[src/rtl/hex_display_scan.sv]
// hex_display_scan: time-multiplexed driver for a bank of 7-segment displays.
//
// Captures a 4*DIGITS-bit word (plus per-digit decimal points) into shadow
// registers on LOAD, then lights one digit at a time for SCAN_DIV cycles with
// an optional GUARD-cycle dark interval between digits to suppress ghosting.
//
// Ports:
//   CLK       in   clock, rising edge
//   RST_N     in   asynchronous active-low reset
//   BIN       in   value to show; nibble i drives digit i (digit 0 rightmost)
//   DP        in   decimal point request per digit
//   LOAD      in   capture BIN/DP into the shadow registers
//   BLANK_LZ  in   leading-zero blanking enable (live)
//   SEG       out  segments {G,F,E,D,C,B,A}, registered
//   DP_OUT    out  decimal point segment, registered
//   AN        out  one-hot digit enable, registered
//   FRAME     out  one-cycle pulse at the start of each frame after the first
module hex_display_scan #(
    parameter int unsigned DIGITS         = 4,
    parameter int unsigned SCAN_DIV       = 50000,
    parameter int unsigned GUARD          = 2,
    parameter bit          SEG_ACTIVE_LOW = 1'b1,
    parameter bit          AN_ACTIVE_LOW  = 1'b1
) (
    input  logic                  CLK,
    input  logic                  RST_N,
    input  logic [4*DIGITS-1:0]   BIN,
    input  logic [DIGITS-1:0]     DP,
    input  logic                  LOAD,
    input  logic                  BLANK_LZ,
    output logic [6:0]            SEG,
    output logic                  DP_OUT,
    output logic [DIGITS-1:0]     AN,
    output logic                  FRAME
);

    localparam int unsigned IdxW   = (DIGITS > 1) ? $clog2(DIGITS) : 1;
    localparam int unsigned CntMax = (SCAN_DIV > GUARD) ? SCAN_DIV : GUARD;
    localparam int unsigned CntW   = $clog2(CntMax + 1);

    localparam logic [IdxW-1:0]   IdxLast   = IdxW'(DIGITS - 1);
    localparam logic [CntW-1:0]   ShowLast  = CntW'(SCAN_DIV - 1);
    localparam logic [CntW-1:0]   GuardLast = CntW'((GUARD > 0) ? GUARD - 1 : 0);

    // Inactive levels of the pins, used for reset and for dark cycles.
    localparam logic [6:0]        SegOff = SEG_ACTIVE_LOW ? 7'h7F : 7'h00;
    localparam logic              DpOff  = SEG_ACTIVE_LOW;
    localparam logic [DIGITS-1:0] AnOff  = AN_ACTIVE_LOW ? {DIGITS{1'b1}} : {DIGITS{1'b0}};

    typedef enum logic {StShow, StGuard} state_e;

    state_e              state_q, state_d;
    logic [CntW-1:0]     cnt_q, cnt_d;
    logic [IdxW-1:0]     idx_q, idx_d;
    // Set at the first wrap to digit 0; keeps FRAME quiet for the first frame.
    logic                started_q, started_d;

    logic [4*DIGITS-1:0] data_q;
    logic [DIGITS-1:0]   dp_q;

    logic [6:0]          seg_d;
    logic                dp_out_d;
    logic [DIGITS-1:0]   an_d;
    logic                frame_d;

    // Active-high {G..A} pattern for a hex nibble.
    function automatic logic [6:0] decode(input logic [3:0] n);
        logic [6:0] p;
        case (n)
            4'h0: p = 7'h3F;
            4'h1: p = 7'h06;
            4'h2: p = 7'h5B;
            4'h3: p = 7'h4F;
            4'h4: p = 7'h66;
            4'h5: p = 7'h6D;
            4'h6: p = 7'h7D;
            4'h7: p = 7'h07;
            4'h8: p = 7'h7F;
            4'h9: p = 7'h6F;
            4'hA: p = 7'h77;
            4'hB: p = 7'h7C;
            4'hC: p = 7'h39;
            4'hD: p = 7'h5E;
            4'hE: p = 7'h79;
            default: p = 7'h71;
        endcase
        return p;
    endfunction

    // Shadow registers: only LOAD touches them, never the scan.
    always_ff @(posedge CLK or negedge RST_N) begin
        if (!RST_N) begin
            data_q <= '0;
            dp_q   <= '0;
        end else if (LOAD) begin
            data_q <= BIN;
            dp_q   <= DP;
        end
    end

    // Scan state register.
    always_ff @(posedge CLK or negedge RST_N) begin
        if (!RST_N) begin
            state_q   <= StShow;
            cnt_q     <= '0;
            idx_q     <= '0;
            started_q <= 1'b0;
        end else begin
            state_q   <= state_d;
            cnt_q     <= cnt_d;
            idx_q     <= idx_d;
            started_q <= started_d;
        end
    end

    // Next-state logic.
    always_comb begin
        logic advance;
        state_d   = state_q;
        cnt_d     = cnt_q + CntW'(1);
        idx_d     = idx_q;
        started_d = started_q;
        advance   = 1'b0;

        unique case (state_q)
            StShow: begin
                if (cnt_q == ShowLast) begin
                    cnt_d = '0;
                    if (GUARD == 0) begin
                        advance = 1'b1;
                    end else begin
                        state_d = StGuard;
                    end
                end
            end
            StGuard: begin
                if (cnt_q == GuardLast) begin
                    cnt_d   = '0;
                    state_d = StShow;
                    advance = 1'b1;
                end
            end
            default: begin
                state_d = StShow;
                cnt_d   = '0;
            end
        endcase

        if (advance) begin
            if (idx_q == IdxLast) begin
                idx_d     = '0;
                started_d = 1'b1;
            end else begin
                idx_d = idx_q + IdxW'(1);
            end
        end
    end

    // Output decode, registered below for one cycle of latency.
    always_comb begin
        logic [3:0]        nib;
        logic              dp_sel;
        logic [DIGITS-1:0] an_hot;
        logic              blank;
        logic              hi_zero;
        logic              show;
        logic [6:0]        seg_on;

        nib     = 4'h0;
        dp_sel  = 1'b0;
        an_hot  = '0;
        blank   = 1'b0;
        hi_zero = 1'b1;
        show    = (state_q == StShow);

        // Walk from the most significant digit down so hi_zero means
        // "this nibble and every nibble above it are zero".
        for (int i = int'(DIGITS) - 1; i >= 0; i--) begin
            hi_zero = hi_zero & (data_q[4*i +: 4] == 4'h0);
            if (idx_q == IdxW'(i)) begin
                nib       = data_q[4*i +: 4];
                dp_sel    = dp_q[i];
                an_hot[i] = 1'b1;
                blank     = BLANK_LZ & hi_zero & (i != 0);
            end
        end

        seg_on   = (show && !blank) ? decode(nib) : 7'h00;
        seg_d    = seg_on ^ {7{SEG_ACTIVE_LOW}};
        dp_out_d = (show & dp_sel) ^ SEG_ACTIVE_LOW;
        an_d     = (show ? an_hot : {DIGITS{1'b0}}) ^ {DIGITS{AN_ACTIVE_LOW}};
        frame_d  = show && (idx_q == '0) && (cnt_q == '0) && started_q;
    end

    always_ff @(posedge CLK or negedge RST_N) begin
        if (!RST_N) begin
            SEG    <= SegOff;
            DP_OUT <= DpOff;
            AN     <= AnOff;
            FRAME  <= 1'b0;
        end else begin
            SEG    <= seg_d;
            DP_OUT <= dp_out_d;
            AN     <= an_d;
            FRAME  <= frame_d;
        end
    end

endmodule

[config.mk]
export PLATFORM = sky130hd
export DESIGN_NAME = hex_display_scan
export DESIGN_NICKNAME = d
export VERILOG_FILES = /design/src/rtl/hex_display_scan.sv
export SDC_FILE = /design/constraint.sdc
export NUM_CORES = 1
export LEC_CHECK = 0
export CORE_UTILIZATION = 51
export CTS_BUF_LIST = sky130_fd_sc_hd__clkbuf_4 sky130_fd_sc_hd__clkbuf_8
export CTS_CLUSTER_SIZE = 40
export DETAILED_ROUTE_END_ITERATION = 12
export PLACE_DENSITY = 0.79
export SYNTH_ARGS = -nofsm -noshare
export SYNTH_HDL_FRONTEND = slang
export SYNTH_SLANG_ARGS = --single-unit
[constraint.sdc]
create_clock -name CLK -period 1.9 [get_ports CLK]
set_input_delay 0.57 -clock CLK [delete_from_list [all_inputs] [get_ports CLK]]
set_output_delay 0.57 -clock CLK [all_outputs]
set_load 0.02 [all_outputs]
==> results of run 1 <==
==> synth_stat cells (2+ instances only) <==
cell type | instances | area, um^2
sky130_fd_sc_hd__a211o_1 | 2 | 17.5
sky130_fd_sc_hd__a21oi_1 | 2 | 10.0
sky130_fd_sc_hd__and3_1 | 3 | 18.8
sky130_fd_sc_hd__buf_6 | 3 | 33.8
sky130_fd_sc_hd__clkbuf_1 | 2 | 7.51
sky130_fd_sc_hd__dfrtp_1 | 41 | 1030
sky130_fd_sc_hd__dfstp_2 | 12 | 315
sky130_fd_sc_hd__ha_1 | 13 | 163
sky130_fd_sc_hd__inv_1 | 12 | 45.0
sky130_fd_sc_hd__mux2_2 | 19 | 214
sky130_fd_sc_hd__mux2i_1 | 4 | 40.0
sky130_fd_sc_hd__nand2_1 | 20 | 75.1
sky130_fd_sc_hd__nand2b_1 | 2 | 12.5
sky130_fd_sc_hd__nand3_1 | 6 | 30.0
sky130_fd_sc_hd__nand4_1 | 4 | 25.0
sky130_fd_sc_hd__nor2_1 | 19 | 71.3
sky130_fd_sc_hd__nor2b_1 | 2 | 12.5
sky130_fd_sc_hd__nor3_1 | 9 | 45.0
sky130_fd_sc_hd__nor4_1 | 4 | 25.0
sky130_fd_sc_hd__o21ai_0 | 5 | 25.0
sky130_fd_sc_hd__o21ai_2 | 2 | 17.5
sky130_fd_sc_hd__o221ai_1 | 5 | 43.8
sky130_fd_sc_hd__or2_2 | 2 | 12.5
sky130_fd_sc_hd__or2b_1 | 3 | 22.5
sky130_fd_sc_hd__xnor2_1 | 7 | 61.3
sky130_fd_sc_hd__xor2_1 | 7 | 61.3
==> layout make-up <==
| class | instances | area share |
|---|---|---|
| flip-flops and latches | 53 | 0.380 |
| inverters | 12 | 0.0142 |
| clock buffers | 6 | 0.0216 |
| clock inverters | 2 | 0.0110 |
| well taps | 70 | 0.0248 |
| repair buffers | 64 | 0.163 |
| multi-input cells | 164 | 0.386 |
==> layout by cell type (no fill, tap or decap), drive strengths merged, types with 5 or more instances in the layout <==
master,n
dfrtp,41
buf,29
clkdlybuf4s50,23
nand2,20
nor2,20
mux2,19
ha,13
dfstp,12
dlygate4sd2,12
inv,12
nor3,10
xnor2,7
xor2,7
o21ai,7
nand3,6
clkbuf,6
nor4,5
o221ai,5
==> power groups by stage <==
stage | Clock (uW) | Combinational, uW | Sequential, uW
after global placement | 0 | 386 | 1280
after floorplan | 0 | 180 | 1310
after global routing | 837 | 433 | 1270
final | 775 | 395 | 1260
after detailed placement | 0 | 395 | 1280
after CTS | 797 | 391 | 1260
==> final timing paths <==
check,depth (start not counted),to,slack [ps],start
hold / removal,1,cnt_q[5]$_DFF_PN0_,160,RST_N
min in group CLK,1,started_q$_DFFE_PN0P_,480,started_q$_DFFE_PN0P_
max in group asynchronous,2,DP_OUT$_DFF_PN1_,1150,RST_N
hold reg to reg,1,started_q$_DFFE_PN0P_,480,started_q$_DFFE_PN0P_
setup reg to reg,9,SEG[0]$_DFF_PN1_,-110,idx_q[0]$_DFFE_PN0P_
setup / recovery,9,SEG[0]$_DFF_PN1_,-110,idx_q[0]$_DFFE_PN0P_
==> metal layers <==
metal	vias up	track usage
met1	966	0.293
met4	0	0.0692
met3	9	0.0375
met2	42	0.366
li1	957	-
met5	-	0
==> cell families (layout without fill, tap and decap cells) <==
logic type / Yosys count / in the layout
AND/OR/NAND/NOR: 83 / 83
flip-flops: 53 / 53
AO/OA/AOI/OAI: 31 / 31
multiplexers: 23 / 23
buffers and inverters: 18 / 84
XOR/XNOR: 14 / 14
adder cells (fa/ha/maj): 13 / 13
==> metrics by stage <==
stage	total power [uW]	setup TNS (ps)	utilization	instances	cell area [um^2]
after global placement	1670	-274	0.657	360	3350
after global routing	2540	-1220	0.692	371	3530
after CTS	2450	-258	0.687	371	3510
final	2430	-356	0.692	371	3530
after detailed placement	1680	-683	0.657	360	3350
after floorplan	1490	-228	-	235	2750
==> worst reg2reg max path, stage by stage (launching register included) <==
cell                      delay, ps
sky130_fd_sc_hd__dfrtp_1        420
sky130_fd_sc_hd__inv_2           80
sky130_fd_sc_hd__ha_2           220
sky130_fd_sc_hd__buf_4          150
sky130_fd_sc_hd__a21oi_1        230
sky130_fd_sc_hd__a22o_4         220
sky130_fd_sc_hd__inv_4           60
sky130_fd_sc_hd__ha_4           170
sky130_fd_sc_hd__nor3_1         290
sky130_fd_sc_hd__o31ai_2         80
==> registers in the layout (all words and copies together), names as in the netlist <==
register / count
FRAME: 1
SEG: 7
data_q: 16
DP_OUT: 1
started_q: 1
dp_q: 4
AN: 4
cnt_q: 16
idx_q: 2
state_q: 1
==> timing repair <==
item	in CTS	in global routing
resized for setup	20	6
buffers inserted	3	0
pin swaps	5	1
setup endpoints to repair	19	11
gates cloned	0	0
==> impl.org, run 1 <==
** Routing
- In this run the remaining antenna-violating nets after routing total 0.
- Routed wire length :: about 5300 um
- Highest routing layer actually used :: met4
- Routed len/inst :: 14.4 um
- Met3 routed wirelength :: 169 um
- Initial drt markers :: 102
- Routed wl met2 :: 2690 um
- Detail-routed via count per cell :: 5.32
- Wl on met1 :: between 2000 and 2500 um
- The first TritonRoute pass finished after 4 iterations.
- Number of vias after detailed routing :: 1974
- Post-detailed-route DRC marker count :: 0

** Setup path
- Crit path cell chain :: inv_2, ha_2, buf_4, a21oi_1, a22o_4, inv_4, ha_4, nor3_1, o31ai_2
- Counting both buffers and inverters, the worst setup path holds a total of 3.
- STA classifies the critical path startpoint as a flip-flop.
- Critical path capture point type :: flip-flop
- For the worst setup path, the data required time is between 2000 and 2500 ps.
- Library cell contributing the largest single delay on the critical path :: sky130_fd_sc_hd__dfrtp_1
- Critical path peak fanout :: 6
- Broken down by cell family, the worst path's largest delay share belongs to compound AO/OA/AOI/OAI gates.
- Maximum cell stage delay along the critical path :: 420 ps
- STA puts the critical path data arrival time at approximately 2300 ps.
- Setup Crit Path Kind :: flip-flop to flip-flop

** Die
- Die Span X :: 74.7 um
- DIE AREA :: 0.00558 mm^2
- Floorplan Core Area :: 0.00511 mm^2
- Initial Util :: 0.527
- 37 I/O pins were placed.
- The die is 74.7 um tall.
- Row count :: 26

** Synth
- Of the total synthesized cell area, the portion taken by XOR and XNOR cells is 0.0455.
- Post-Synth Simple-Gate Area :: 0.166
- Counting flops and latches in the post-synthesis netlist gives 53.
- In this run, synthesis inferred 0 flip-flops with an integrated enable.
- Compound-Gate Fraction of Synth Area :: 0.101
- Number of synthesis warnings :: 0
- Post-synthesis adder-cell area fraction :: 0.0604
- Avg Synthesized Cell Area :: 11.5 um^2
- The number of nets handed over by synthesis was 272.
- Leading register cell type out of synthesis :: sky130_fd_sc_hd__dfrtp_1
- By area, the combinational part of the netlist is dominated by simple AND/OR/NAND/NOR gates.
- Measured against the total synthesized area, the mux share comes to 0.0943.
- Synthesis instantiated 51 different standard cells from the library.
- Proportion of register bits with asynchronous set or reset after synthesis :: 1.00
- For this run, the register share of the synthesized area comes to 0.498.
- Mapped Area :: approximately 0.0027 mm^2
- Synthesis produced a netlist whose cell count is 235.

** Place
- Gp weighted congestion :: 0.889
- HPWL after detailed placement :: 3980 um
- Worst setup slack after placement :: -140 ps
- The count of buffers added on input and output ports is 36.

** Cells and area
- The final layout contains 337 nets.
- In the final layout, the multi-input gates occupy roughly 0.0014 mm^2.
- The sequential cells in the finished layout cover a total of 0.00134 mm^2.
- Area delta synth->final :: 31.2%
- The filler cells instantiated in the layout total 380.
- 0 antenna diodes ended up in the layout.
- Of the cells placed in the final design, the portion with a size suffix greater than 1 is 0.349.

** GRT
- Pin count of the biggest net entering global routing :: between 40 and 50
- Global-route wire length before repair :: 9160 um
- Antenna violations before repair :: 0
- Across every metal layer, demand over resource in global routing totals 0.219.
- The total overflow left after global routing is 0.
- Via count of the first global-routing pass :: 1978

** Power and ir drop
- Peak supply drop :: ~0.00047 V
- The share of total power dissipated in sequential elements is 0.518.
- In this run the static leakage power is 0.00157 uW.
- Power per cell area :: 688 mW/mm^2
- Share of power burned in the clock network :: 0.319
- Proportion of total power due to net switching :: 0.245
- Power share of the combinational group :: 0.163
- Summed over all nets, the switching power comes to 595 uW.
- Pint :: 1840 uW

** Clocking
- Clock latency at the later pin of the worst-skew pair :: 310 ps
- Maximum level of the CTS H-tree :: 2
- Clock tree sinks :: 53
- Clock-pin slew was measured on the worst setup and hold paths at 100 ps.
- CTS hold repair buffers :: 0
- Maximum root-to-sink buffer count :: 2
- TritonCTS created 5 clock buffers.
- TritonCTS built the clock tree.
- Clock root buffer :: sky130_fd_sc_hd__clkbuf_8

** Status
- The flow ran to the end, but the final reports show violations.
- The final reports fail on setup timing.

** Timing
- Setup repair after global routing could not meet its margin everywhere.
- Worst hold margin :: approximately 160 ps
- Count of final hold-check violations :: 0
- Count of final max-slew check failures :: 0
- Slew at the pin closest to its max-slew limit :: 397 ps
- Relative slew margins :: 0.733
- Across the routed clock network, the largest skew measured is 6.48 ps.
- Achievable clock frequency :: 0.497 GHz
- Crit path setup slack, layout :: -111 ps
- Share of the cycle needed by the critical path after routing :: 1.06
- The smallest clock period supported by the final layout is computed as 2010 ps.
- Setup violations remaining at the end of the flow were counted as 5.

** Min path
- The min-delay analysis places its worst path in the category input port to asynchronous set/reset pin.

** Flow run
- Max_cap viols :: 0
Power figures use the tool's default switching activity.
==> run 2, diff against run 1 <==
Settings changed: CORE_MARGIN from default to 4.
==> impl.org, run 2 (synthesis gave the netlist of run 1 again) <==
** Status
- Status :: complete, but fails checks
- Violations in the final reports :: setup timing

** GRT
- Global-route wire length before repair :: 8980 um (-2.0%)
- The maximum number of pins on one net before global-route repair was 54 (+32%).
- The number of antenna violations at the first check in global routing came to 0 (unchanged).
- The aggregate global routing overflow was 0 (unchanged).
- Overall routing resource usage :: 0.178 (-0.0416)
- The via count of the first global-routing pass is 1980 (+0.10%).

** Cells and area
- Multi-input gate area in the final layout :: 0.00141 mm^2 (+3.0%)
- Utilization after layout :: 0.700 (+0.00808)
- The post-route standard cell area excluding fillers was 0.00357 mm^2 (+1.2%).
- The total of fill cells in the finished design came to 380 (unchanged).
- Antenna diodes :: 0 (unchanged)
- Area delta synth->final :: 32.7%
- The area occupied by registers is 0.00134 mm^2 (unchanged).
- Largest regs :: cnt_q x16, data_q x16, SEG x7
- The layout net count is 339 (+0.59%).
- Most common cell after layout, fill and taps aside :: sky130_fd_sc_hd__dfrtp_1
- Fraction of layout instances using a drive strength above 1 :: 0.360 (+0.0109)
- Most used cells in the layout excluding fill and tap cells :: sky130_fd_sc_hd__dfrtp_1 (41), sky130_fd_sc_hd__buf_4 (27), sky130_fd_sc_hd__clkdlybuf4s50_1 (23), sky130_fd_sc_hd__nand2_1 (20), sky130_fd_sc_hd__mux2_2 (19)

** Die
- Initial Util :: 0.527 (unchanged)
- The number of rows in the core area is 26 (unchanged).
- The top-level port count was 37 (unchanged).
- The floorplan die area was 0.00651 mm^2 (+17%).
- Die height :: 80.7 um (+8.0%)
- The placeable core area came to 0.00511 mm^2 (unchanged).
- Die Span X :: 80.7 um (+8.0%)

** Routing
- The number of vias after detailed routing was 1998 (+1.2%).
- The average vias per placed instance came to 5.36 (+0.67%).
- Number of nets still failing antenna checks after routing :: 0 (unchanged)
- The final routed DRC violation total came to 0 (unchanged).
- Detailed Routing Iterations Pass 1 :: 4 (unchanged)
- Initial drt markers :: 56 (-45%)
- The routed wire length was 5430 um (+1.8%).
- The average wire per cell in the routed design was 14.5 um (+1.3%).

** Timing
- RSZ-0062 raised after global routing :: yes
- The worst hold margin was 245 ps (+88.4 ps).
- The final worst setup slack came to -134 ps (-23.5 ps).
- The final-layout setup total negative slack was -496 ps (-140 ps).
- Slew at the pin closest to its max-slew limit :: 464 ps (+66.8 ps)
- The minimum clock period came to 2030 ps (+23.5 ps).
- The final count of hold timing violations came to 0 (unchanged).
- Achievable clock frequency :: 0.492 GHz (-1.2%)
- Clock tree skew after final layout :: 7.77 ps (+1.29 ps)
- Count of final max-slew check failures :: 0 (unchanged)
- The worst slew margin relative to its limit came to 0.688 (-0.0452).
- Final number of setup-violating endpoints :: 7 (+2)
- The ratio of final minimum period to clock period was 1.07 (+0.0123).

** Place
- Worst setup slack after placement :: -148 ps (-8.17 ps)
- The weighted congestion reported at the end of routability-driven placement was 0.798 (-10%).
- HPWL after detailed placement :: 3890 um (-2.3%)
- The port buffer count was 36 (unchanged).
- Instance area at placement :: 0.00335 mm^2 (-0.22%)

** Clocking
- The buffer levels on the longest clock path is 2 (unchanged).
- Clock tree sinks :: 53 (unchanged)
- The number of clock buffers inserted by TritonCTS came to 5 (unchanged).
- Clock tree from TritonCTS :: done
- The insertion delay to the later sink of the worst-skew pair came to 300 ps (about the same).
- CTS placed an instance of sky130_fd_sc_hd__clkbuf_8 at the clock tree root.
- The depth of the CTS H-tree is 2 (unchanged).
- CTS hold repair buffers :: 0 (unchanged)
- The clock transition at the register clock pins on the worst setup and hold paths after CTS is 90 ps (about the same).

** Setup path
- Among the stages of the critical path, the cell type that occurs most often is sky130_fd_sc_hd__ha_4.
- Library cell contributing the largest single delay on the critical path :: sky130_fd_sc_hd__dfrtp_1
- The critical path is of the flip-flop to flip-flop type.
- Crit path cell chain :: buf_6, ha_4, nor2b_4, a221o_2, a22o_4, inv_4, ha_4, nand2_1, and3_4, o21ai_2
- Critical path capture point type :: flip-flop
- The worst path buffer plus inverter count came to 2 (-1).
- Critical path peak fanout :: 5 (-1)
- Kind of start point of the critical path :: flip-flop
- The setup slack of the worst register-to-register path came to -130 ps (-20 ps).
- The logic depth of the worst setup path including buffers came to 10 (+1).
- Maximum cell stage delay along the critical path :: 410 ps (about the same)
- Required time of the critical path :: 2130 ps (about the same)
- Critical path's top delay family :: compound AO/OA/AOI/OAI gates
- Number of cells on the worst reg-to-reg path :: 10 (+1)
- Data arrival time of the critical path :: 2270 ps (+20 ps)

** Flow run
- The number of max-cap violations was 0 (unchanged).

** Min path
- Tightest Hold Check Type :: input port to asynchronous set/reset pin

** Power and ir drop
- Leakage power figure :: 0.00158 uW (+0.66%)
- Power per cell area :: 653 mW/mm^2 (-5.1%)
- The worst IR drop on VDD was 0.000509 V (+7.4%).
==> run 2: changes by cell type in the layout (fill, tap and decap cells not counted), moves of 2 or more <==
cell                       change
sky130_fd_sc_hd__ha_4          +2
sky130_fd_sc_hd__ha_2          -2
sky130_fd_sc_hd__o221ai_1      -2
sky130_fd_sc_hd__o221ai_2      +2
==> run 2: report_power, final <==
| part | switching, uW | internal (uW) | total, uW |
|---|---|---|---|
| logic | 198 | 222 | 420 |
| clock network | 358 | 296 | 654 |
| registers | 41.9 | 1220 | 1260 |
==> run 2: timing repair <==
item                       4_1_cts  5_1_grt
gates resized for setup         20       13
setup endpoints to repair       19       17
buffers inserted                 3        3
hold endpoints to repair         0        0
pin swaps                        6        6
==> run 2: worst paths after layout <==
check	endpoint	start
max in group asynchronous	SEG[6]$_DFF_PN1_	RST_N
worst max-delay path	SEG[3]$_DFF_PN1_	idx_q[1]$_DFFE_PN0P_
worst min-delay path	cnt_q[4]$_DFF_PN0_	RST_N
min in group CLK	started_q$_DFFE_PN0P_	started_q$_DFFE_PN0P_
worst max register to register	SEG[3]$_DFF_PN1_	idx_q[1]$_DFFE_PN0P_
worst min register to register	started_q$_DFFE_PN0P_	started_q$_DFFE_PN0P_
==> run 2: final cells by class <==
cell class / instances / area share
timing repair buffer: 66 / 0.166
clock inverter: 2 / 0.00385
multi-input combinational: 164 / 0.393
inverter: 12 / 0.0140
sequential: 53 / 0.375
clock buffer: 6 / 0.0231
tap: 70 / 0.0245
==> run 2: through the flow <==
step,power [uW],std cells
2_1_floorplan,1490,235
3_3_place_gp,1670,359
3_5_place_dp,1680,359
4_1_cts,2330,370
5_1_grt,2470,373
6_report,2330,373
==> run 2: worst register-to-register path, cell delays in order, from the launching register on <==
cell                      delay, ps
sky130_fd_sc_hd__dfrtp_1        410
sky130_fd_sc_hd__buf_6          120
sky130_fd_sc_hd__ha_4           170
sky130_fd_sc_hd__nor2b_4         60
sky130_fd_sc_hd__a221o_2        330
sky130_fd_sc_hd__a22o_4         280
sky130_fd_sc_hd__inv_4          100
sky130_fd_sc_hd__ha_4           160
sky130_fd_sc_hd__nand2_1         60
sky130_fd_sc_hd__and3_4         170
sky130_fd_sc_hd__o21ai_2        100
==> run 2: per-layer routing <==
layer,global-route usage,share of wire,vias to the layer above,routed length [um]
met1,0.234,0.43,994,2350
met3,0.0404,0.039,2,214
met5,0,0,-,0
li1,-,-,963,-
met4,0.0355,0.0039,0,21
met2,0.300,0.52,39,2840
==> patch (settings of run 1) <==
Change the parameter `DIGITS` from 4 to 8. Comments in the files are not updated.
--- a/src/rtl/hex_display_scan.sv
+++ b/src/rtl/hex_display_scan.sv
@@ -16,7 +16,7 @@
 //   AN        out  one-hot digit enable, registered
 //   FRAME     out  one-cycle pulse at the start of each frame after the first
 module hex_display_scan #(
-    parameter int unsigned DIGITS         = 4,
+    parameter int unsigned DIGITS         = 8,
     parameter int unsigned SCAN_DIV       = 50000,
     parameter int unsigned GUARD          = 2,
     parameter bit          SEG_ACTIVE_LOW = 1'b1,
Interface: changed (resized AN, BIN and DP); port bits go from 37 to 61. The function was not compared with the original's and may differ.
==> patch against run 1 <==
  * The run still ends with negative setup slack left
  * Setup slack got worse by 0.32 ns
  * Highest routed layer unchanged
  * Synthesized area increased by 52%
  * Critical path type unchanged
  * Die area increased by 50%
  * Wire length increased by 83%
  * Power increased by 54%
  * Cell area increased by 56%
  * Via count increased by 64%
  * Combinational power increased by 48%
  * Final cell count increased by 56%
  * Global-route usage increased by 2.8 points
  * Sequential cell count increased by 25
==> patch: results (changes against run 1) <==
- Final GP Congestion: 0.910 (+2.3%)
- Crit-path slowest cell: dfrtp_2
- Gr usage total: 24.7% (+2.8 points)
- Port bufs: 60 (+67%)
- Post-Synth Adder-Cell Area: 4.59% (-1.4 points)
- Max Buffers Root-to-Sink: 2 (unchanged)
- Number of gates resized after CTS: 30 (+50%)
- Yosys warns: 0 (unchanged)
- Worst VDD drop: 338 uV (-29%)
- Async set-reset flop share out of synthesis: 100% (unchanged)
- Ys flop type: dfrtp_1
- Synth area leaders: dfrtp_1 (38%), mux2_2 (11%), dfstp_2 (10%), ha_1 (4.6%), nand2_1 (2.8%)
- Met2 Use GR: 37.4% (+0.77 points)
- Sequential share of the synthesized area: 48.2% (-1.6 points)
- Worst-Margin Slew: 0.411 ns (+0.0138 ns)
- Netlist cell types: 66 (+29%)
- Met3 wire length: 505 um (+200%)
- Post-synth top cells: dfrtp_1 (62), mux2_2 (40), nand2_1 (30)
- First-pass GRT wire length: 16.1 mm (+75%)
- Clock Skew: 0.00821 ns (+0.00173 ns)
- Net count reported at finish: 532 (+58%)
- Drt first pass iters: 4 (unchanged)
- Worst Path Max Fanout: 4 (-2)
- Final WS setup: -0.431 ns (-0.320 ns)
- Met1 wire length: 4.57 mm (+93%)
- Post-DP HPWL: 6.93 mm (+74%)
- GR Util met3: 5.28% (+1.5 points)
- TritonCTS Buffers: 9 (+4)
- Synth Net Count: 423 (+56%)
- DR vias: 3,239 (+64%)
- Failing checks: negative setup slack
- Largest net degree at the start of global routing: 79 (+93%)
- Critical Path Source: idx_q[0]
- Synth Area in Compound Gates: 14.0% (+3.9 points)
- CTS clk-pin slew, worst paths: 0.08 ns (-0.02 ns)
- Data arrival, critical path: 2.58 ns (+0.33 ns)
- Post-synthesis mux area share: 11.9% (+2.4 points)
- Routed Wire Length: 9.75 mm (+83%)
- Initial antenna violation count: 0 (unchanged)
- DR iter-0 viols: 192 (+88%)
- WL met2: 4.43 mm (+65%)
- Final setup fails: 8 (+3)
- Layout cells sized above 1: 38.7% (+3.8 points)
- Crit-path leading delay family: adder cells
- Leakage: 2.36 nW (+51%)
- Biggest regs: data_q x32, cnt_q x16
- Setup Buffers After CTS: 5 (+2)
- Main combinational cell family by area after synthesis: compound AO/OA/AOI/OAI gates
- Clock Latency Late Sink: 0.34 ns (+0.03 ns)
- Routing usage on met1: 34.4% (+5.1 points)
- H-tree depth: 3 (+1)
- Post-synthesis xor/xnor area fraction: 3.00% (-1.6 points)
- Outcome: finished, violations left
-- patch: final timing paths --
check                             to  cells after the start  slack [ns]
max reg2reg                   SEG[0]                     13       -0.43
min                        cnt_q[10]                      2        0.23
min reg2reg                started_q                      1        0.46
max                           SEG[0]                     13       -0.43
max in group asynchronous      AN[3]                      2        1.32
min in group CLK           started_q                      1        0.46
-- patch: power by group --
part | internal, W | switching, W
registers | 0.00179 | 0.0000800
logic | 0.000327 | 0.000256
clock network | 0.000740 | 0.000561
-- patch: area by class of cell --
| type | count | area (um^2) |
|---|---|---|
| clock inverter | 1 | 30.0 |
| timing repair buffer | 114 | 1020 |
| multi-input combinational | 253 | 2120 |
| sequential | 78 | 1970 |
| tap | 102 | 128 |
| inverter | 17 | 66.3 |
| clock buffer | 15 | 181 |
| fill | 547 | 2210 |
-- patch: per-stage QoR --
| stage | TNS, ns | instances | setup WS, ns | cell area, um^2 | power (W) |
|---|---|---|---|---|---|
| after global placement | -2.44 | 556 | -0.354 | 5120 | 0.00243 |
| after floorplan | -2.46 | 364 | -0.398 | 4140 | 0.00215 |
| after detailed placement | -2.98 | 556 | -0.433 | 5120 | 0.00245 |
| after CTS | -2.45 | 578 | -0.361 | 5430 | 0.00375 |
| after global routing | -3.41 | 580 | -0.504 | 5520 | 0.00390 |
| final | -2.79 | 580 | -0.431 | 5520 | 0.00375 |
-- patch: kinds of logic (layout without fill, tap and decap cells) --
family | count (synthesis) | after routing
DFF | 78 | 78
and+or+nand+nor | 109 | 109
buffers and inverters | 34 | 147
xor gates and xnor gates | 14 | 14
adders and majority gates | 15 | 15
AOI/OAI and AO/OA | 71 | 72
muxes | 43 | 43
